<file path="src/rtl/clock_reset_sequencer_pkg.sv">
// Shared types and defaults for the clock/reset sequencer and its divider channels.
// The state encoding is fixed at two bits so it can be probed directly on a debug bus.
package clock_reset_pkg;

    typedef enum logic [1:0] {
        ST_RESET = 2'd0,
        ST_HOLD  = 2'd1,
        ST_RUN   = 2'd2,
        ST_HALT  = 2'd3
    } seq_state_e;

    localparam int DEF_NUM_CH   = 4;
    localparam int DEF_DIV_W    = 4;
    localparam int DEF_RST_HOLD = 5;
    localparam int DEF_CNT_W    = 17;

    // Channel order used by the processor skeleton.
    localparam int CH_IMEM    = 0;
    localparam int CH_DMEM    = 1;
    localparam int CH_PROC    = 2;
    localparam int CH_REGFILE = 3;

    // imem/dmem/regfile at full enable rate, processor core at half rate.
    localparam logic [DEF_NUM_CH*DEF_DIV_W-1:0] DEF_DIV_RATIO = 16'h0100;

    function automatic int hold_width(input int hold);
        return (hold < 1) ? 1 : $clog2(hold + 1);
    endfunction

endpackage

</file>
<file path="src/rtl/clock_reset_sequencer_div_channel.sv">
// One divided clock channel: fires every div_i+1 enabled cycles, emitting a tick pulse
// and toggling a square-wave clock. Uses >= so a lowered divide value fires immediately.
module clock_div_channel
    import clock_reset_pkg::*;
#(
    parameter int DIV_W = DEF_DIV_W
) (
    input  logic             clock,
    input  logic             clear_i,
    input  logic             en_i,
    input  logic [DIV_W-1:0] div_i,
    output logic             tick_o,
    output logic             clk_o
);

    logic [DIV_W-1:0] cnt_q, cnt_d;
    logic             tick_q, tick_d;
    logic             clk_q, clk_d;

    always_comb begin
        cnt_d  = cnt_q;
        tick_d = 1'b0;
        clk_d  = clk_q;
        if (en_i) begin
            if (cnt_q >= div_i) begin
                cnt_d  = '0;
                tick_d = 1'b1;
                clk_d  = ~clk_q;
            end else begin
                cnt_d = cnt_q + 1'b1;
            end
        end
    end

    always_ff @(posedge clock) begin
        if (clear_i) begin
            cnt_q  <= '0;
            tick_q <= 1'b0;
            clk_q  <= 1'b0;
        end else begin
            cnt_q  <= cnt_d;
            tick_q <= tick_d;
            clk_q  <= clk_d;
        end
    end

    assign tick_o = tick_q;
    assign clk_o  = clk_q;

endmodule

</file>
<file path="src/rtl/clock_reset_sequencer.sv">
// Reset stretcher, stall gate and sticky watchdog driving NUM_CH divided clock channels.
// Every output comes straight from a flop; reset is synchronous and active-low.
module clock_reset_sequencer
    import clock_reset_pkg::*;
#(
    parameter int NUM_CH   = DEF_NUM_CH,
    parameter int DIV_W    = DEF_DIV_W,
    parameter int RST_HOLD = DEF_RST_HOLD,
    parameter int CNT_W    = DEF_CNT_W
) (
    input  logic                    clock,
    input  logic                    reset,
    input  logic [NUM_CH*DIV_W-1:0] div_ratio,
    input  logic                    stall,
    input  logic [CNT_W-1:0]        timeout_limit,
    output logic                    sys_rst,
    output logic [NUM_CH-1:0]       ch_tick,
    output logic [NUM_CH-1:0]       ch_clk,
    output logic [CNT_W-1:0]        cycle_cnt,
    output logic                    halt
);

    localparam int                HOLD_W    = hold_width(RST_HOLD);
    localparam logic [HOLD_W-1:0] HOLD_LAST = HOLD_W'(RST_HOLD);
    localparam logic [CNT_W-1:0]  CNT_MAX   = '1;

    seq_state_e        state_q, state_d;
    logic [HOLD_W-1:0] hold_q, hold_d;
    logic [CNT_W-1:0]  cycle_q, cycle_d;
    logic [CNT_W-1:0]  cycle_inc;
    logic              sys_rst_q, sys_rst_d;
    logic              halt_q, halt_d;
    logic              run_en;
    logic              trip;
    logic              ch_clear;

    // A trip on the same edge as a channel fire wins: run_en drops so the tick is lost.
    always_comb begin
        state_d   = state_q;
        hold_d    = hold_q;
        cycle_d   = cycle_q;
        cycle_inc = cycle_q + 1'b1;
        trip      = 1'b0;
        run_en    = 1'b0;
        unique case (state_q)
            ST_RESET: begin
                state_d = ST_HOLD;
                hold_d  = '0;
            end
            ST_HOLD: begin
                if (hold_q == HOLD_LAST) begin
                    state_d = ST_RUN;
                end else begin
                    hold_d = hold_q + 1'b1;
                end
            end
            ST_RUN: begin
                if (!stall && (cycle_q != CNT_MAX)) begin
                    cycle_d = cycle_inc;
                    if ((timeout_limit != '0) && (cycle_inc == timeout_limit)) begin
                        trip    = 1'b1;
                        state_d = ST_HALT;
                    end
                end
                run_en = !stall && !trip;
            end
            ST_HALT: begin
                state_d = ST_HALT;
            end
            default: begin
                state_d = ST_RESET;
            end
        endcase
        sys_rst_d = (state_d == ST_RESET) || (state_d == ST_HOLD);
        halt_d    = (state_q == ST_HALT);
    end

    always_ff @(posedge clock) begin
        if (!reset) begin
            state_q   <= ST_RESET;
            hold_q    <= '0;
            cycle_q   <= '0;
            sys_rst_q <= 1'b1;
            halt_q    <= 1'b0;
        end else begin
            state_q   <= state_d;
            hold_q    <= hold_d;
            cycle_q   <= cycle_d;
            sys_rst_q <= sys_rst_d;
            halt_q    <= halt_d;
        end
    end

    assign ch_clear = !reset;

    for (genvar g = 0; g < NUM_CH; g++) begin : g_ch
        clock_div_channel #(
            .DIV_W (DIV_W)
        ) u_ch (
            .clock   (clock),
            .clear_i (ch_clear),
            .en_i    (run_en),
            .div_i   (div_ratio[g*DIV_W +: DIV_W]),
            .tick_o  (ch_tick[g]),
            .clk_o   (ch_clk[g])
        );
    end

    assign sys_rst   = sys_rst_q;
    assign cycle_cnt = cycle_q;
    assign halt      = halt_q;

endmodule

</file>
<file path="config.mk">
export PLATFORM = sky130hd
export DESIGN_NAME = clock_reset_sequencer
export DESIGN_NICKNAME = d
export VERILOG_FILES = /design/src/rtl/clock_reset_sequencer_pkg.sv /design/src/rtl/clock_reset_sequencer_div_channel.sv /design/src/rtl/clock_reset_sequencer.sv
export SDC_FILE = /design/constraint.sdc
export NUM_CORES = 1
export LEC_CHECK = 0
export CORE_ASPECT_RATIO = 0.5
export CORE_UTILIZATION = 32
export CTS_BUF_LIST = sky130_fd_sc_hd__clkbuf_8 sky130_fd_sc_hd__clkbuf_16
export CTS_CLUSTER_DIAMETER = 120
export DETAILED_ROUTE_END_ITERATION = 10
export PLACE_DENSITY = 0.53
export SYNTH_ARGS = -nofsm -noshare
export SYNTH_HDL_FRONTEND = slang
export SYNTH_SLANG_ARGS = --single-unit
</file>
<file path="constraint.sdc">
create_clock -name clock -period 2.9 [get_ports clock]
set_input_delay 0.435 -clock clock [delete_from_list [all_inputs] [get_ports clock]]
set_output_delay 0.435 -clock clock [all_outputs]
set_load 0.1 [all_outputs]
</file>
==> metrics.md <==
| Metric | Value |
|---|---|
| CP Depth | `11` |
| Status | `complete, no violations` |
| ANT cells | `0` |
| Initial antenna violation count | `0` |
| Peak VDD IR | `0.183 mV` |
| Max Fclk | `352 MHz` |
| Drt total wl | `7760 µm` |
| GP Congestion | `0.817` |
| Site row count | `25` |
| CP delay by family, top | `simple AND/OR/NAND/NOR gates` |
| Initial Util | `0.335` |
| Crit-path max cell delay | `0.41 ns` |
| Syn avg cell area | `8.58 µm²` |
| Mapped cell area | `3220 µm²` |
| Initial DRC count | `150` |
| Number of synthesized flops with an enable pin | `0` |
| TritonCTS clock tree | `built` |
| Final Setup Violations | `0` |
| Critical Path Sink | `g_ch[1].u_ch.tick_o` |
| #FFs+latches synth | `48` |
| TritonCTS Buffers | `5` |
| Die Y | `72.9 µm` |
| Max stage delay cell, worst path | `or3_4` |
| Clock Tree Buf Depth | `2` |
| FF-to-FF setup slack | `0.06 ns` |
| Insertion delay to the later sink of the worst-skew pair | `0.30 ns` |
| Share of cells above drive strength 1 | `0.181` |
| Placed inst area | `3920 µm²` |
| Tcrit/Tclk final | `0.980` |
| Synth Flop Type | `dfxtp_1` |
| Worst-path cell chain | `ha_2, nand3_2, or3_4, nor2_2, ha_1, mux2i_1, nor3_2, and4_4, nor2_1, buf_4, and3_1` |
| CP Class | `reg -> reg` |
| Sequential area share after synthesis | `0.298` |
| Fillcell total | `991` |
| Die area | `10500 µm²` |
| Worst EP required | `3.09 ns` |
| FFs w/ async S/R, synth | `0` |
| Netlist cell types | `49` |
| Post-Route Setup TNS | `0 ns` |
| Buffers and inverters on the worst path | `1` |
| WP data arrival | `3.03 ns` |
| Per-cell routed wire length | `13.5 µm` |
| WL met3 | `286 µm` |
| Ys Warns | `0` |
| Max FO, Critical Path | `9` |
| Synth Instances | `375` |
| Clk slew on worst S/H paths | `0.07 ns` |
| Actual slew at the worst max-slew pin | `0.572 ns` |
| RSZ-0062 raised after global routing | `no` |
| Final Cell Area | `4160 µm²` |
| Relative slew slack | `0.617` |
| Sink Count | `48` |
| Cts hold-fix bufs | `0` |
| Final count of hold timing violations | `0` |
| Setup crit start | `cycle_cnt[0]` |
| Tmin final | `2.84 ns` |
| Final-stage net count | `501` |
| Largest net degree at the start of global routing | `60` |
| Max-cap violations | `0` |
| Pins Over Slew Limit | `0` |
| Grt total ovfl | `0` |
| Drt pass-1 iters | `4` |
| Std-Cell Core Area | `9600 µm²` |
| Detailed-route via count | `2821` |
| Die W | `144 µm` |
| Vias in the first global route | `2570` |
| Power density cells | `338 nW/µm²` |
| DRC | `0` |
| Htree depth | `2` |
| Final HPWL DP | `5560 µm` |
| Top routing layer in use | `met4` |
| Syn_nets | `436` |
| ANT nets after route | `0` |
| # IOs | `63` |
| Static Leakage | `1.73 nW` |
| Reg-to-reg endpoint | `g_ch[1].u_ch.tick_o` |
| Port bufs | `62` |
| Layout area overhead | `29.1%` |
| Root Driver | `clkbuf_16` |
| Metal2 WL | `3260 µm` |
| RR Startpoint | `cycle_cnt[0]` |
| Total GRT Usage | `0.151` |
| Clock skew | `0.00543 ns` |
| Global-route wire length before repair | `12400 µm` |
| Startpoint types | `register` |
| Crit path capture type | `register` |
| Worst Hold Class | `reg -> reg` |
| DRT met1 WL | `4130 µm` |
| Cells on worst reg2reg path | `11` |
| Via-to-Cell Ratio | `4.90` |
## registers in the layout, summed over array words and instances (netlist names)
register and count:
state_q 2, g_ch.u_ch.cnt_q 16, g_ch.u_ch.tick_o 4, sys_rst 1, halt 1, hold_q 3
cycle_cnt 17, g_ch.u_ch.clk_o 4
## cell type report
type	count	area (µm²)	area share
clock buffer	6	139	0.0334
clock inverter	2	10.0	0.00241
inverter	23	86.3	0.0208
multi-input combinational	278	2050	0.493
sequential	48	983	0.237
tap	135	169	0.0406
timing repair buffer	84	718	0.173
## worst reg2reg max path: stages (launching register included)
cell	delay [ns]
dfxtp_4	0.38
ha_2	0.20
nand3_2	0.11
or3_4	0.41
nor2_2	0.12
ha_1	0.28
mux2i_1	0.15
nor3_2	0.31
and4_4	0.36
nor2_1	0.07
buf_4	0.18
and3_1	0.18
## worst min path at each step
stage	to	slack [ns]	start	depth (start not counted)
after floorplan	g_ch[0].u_ch.clk_o	0.44	g_ch[0].u_ch.clk_o	2
after global placement	g_ch[0].u_ch.clk_o	0.46	g_ch[0].u_ch.clk_o	2
after detailed placement	g_ch[0].u_ch.clk_o	0.46	g_ch[0].u_ch.clk_o	2
after CTS	g_ch[0].u_ch.clk_o	0.48	g_ch[0].u_ch.clk_o	2
after global routing	g_ch[0].u_ch.clk_o	0.49	g_ch[0].u_ch.clk_o	2
final	g_ch[0].u_ch.clk_o	0.47	g_ch[0].u_ch.clk_o	2
## timing repair
item | 4_1_cts | 5_1_grt
endpoints found under the setup margin | 0 | 21
resized for setup | 0 | 6
setup buffers | 0 | 7
## where the power goes
part           internal, mW  switching (mW)  leakage (nW)
Clock                 0.341           0.269        0.0786
Combinational        0.0789          0.0572          1.26
Sequential            0.658         0.00242         0.394
Total                  1.08           0.328          1.73
## cell usage after synthesis, drive strengths merged (7+ instances only)
cell type	instances	area, µm²
dfxtp	48	961
ha	25	313
nand2	25	93.8
inv	23	86.3
xnor2	22	193
mux2i	16	160
buf	14	108
or3	14	97.6
a21boi	13	97.6
clkbuf	13	50.0
nand2b	13	88.8
nand4	13	96.3
a21o	12	90.1
nand3	11	55.1
nor2	11	41.3
o21ai	11	55.1
nor4	10	62.6
and2	9	56.3
nor3	9	45.0
xor2	8	70.1
a31oi	7	43.8
and3	7	43.8
## layer usage
metal	global-route usage	up-vias
li1	-	1459
met1	0.206	1302
met2	0.239	52
met3	0.0328	8
met4	0.0461	0
met5	0	-
## layout by cell type (no fill, tap or decap), types with 4 or more instances in the layout
| cell type | instances |
|---|---|
| a21boi_0 | 8 |
| a21boi_1 | 5 |
| a21o_1 | 12 |
| a31oi_1 | 7 |
| and2_1 | 9 |
| and3_1 | 7 |
| buf_4 | 49 |
| clkbuf_16 | 5 |
| clkdlybuf4s50_1 | 35 |
| dfxtp_1 | 36 |
| dfxtp_2 | 9 |
| ha_1 | 24 |
| inv_1 | 24 |
| mux2i_1 | 16 |
| nand2_1 | 25 |
| nand2b_1 | 12 |
| nand3_1 | 10 |
| nand3b_1 | 6 |
| nand4_1 | 12 |
| nor2_1 | 10 |
| nor3_1 | 8 |
| nor4_1 | 9 |
| o21a_1 | 4 |
| o21ai_0 | 11 |
| o31ai_1 | 6 |
| or3_1 | 12 |
| xnor2_1 | 22 |
| xor2_1 | 8 |
## metrics by stage
step	setup slack, ns	hold WS, ns	utilization	std cells	power (mW)
2_1_floorplan	0.0509	0.443	-	375	0.741
3_3_place_gp	0.0856	0.464	0.408	560	0.810
3_5_place_dp	0.0456	0.460	0.408	560	0.810
4_1_cts	0.0357	0.479	0.424	568	1.42
5_1_grt	0.00173	0.492	0.433	576	1.46
6_report	0.0579	0.473	0.433	576	1.41
## kinds of logic after synthesis
kind of cell,share of synthesized area
flip-flops,0.298
AO/OA/AOI/OAI,0.143
AND/OR/NAND/NOR,0.255
multiplexers,0.0497
adder cells (fa/ha/maj),0.0972
buffers and inverters,0.0758
XOR/XNOR,0.0816
(Power assumes the default switching activity.)
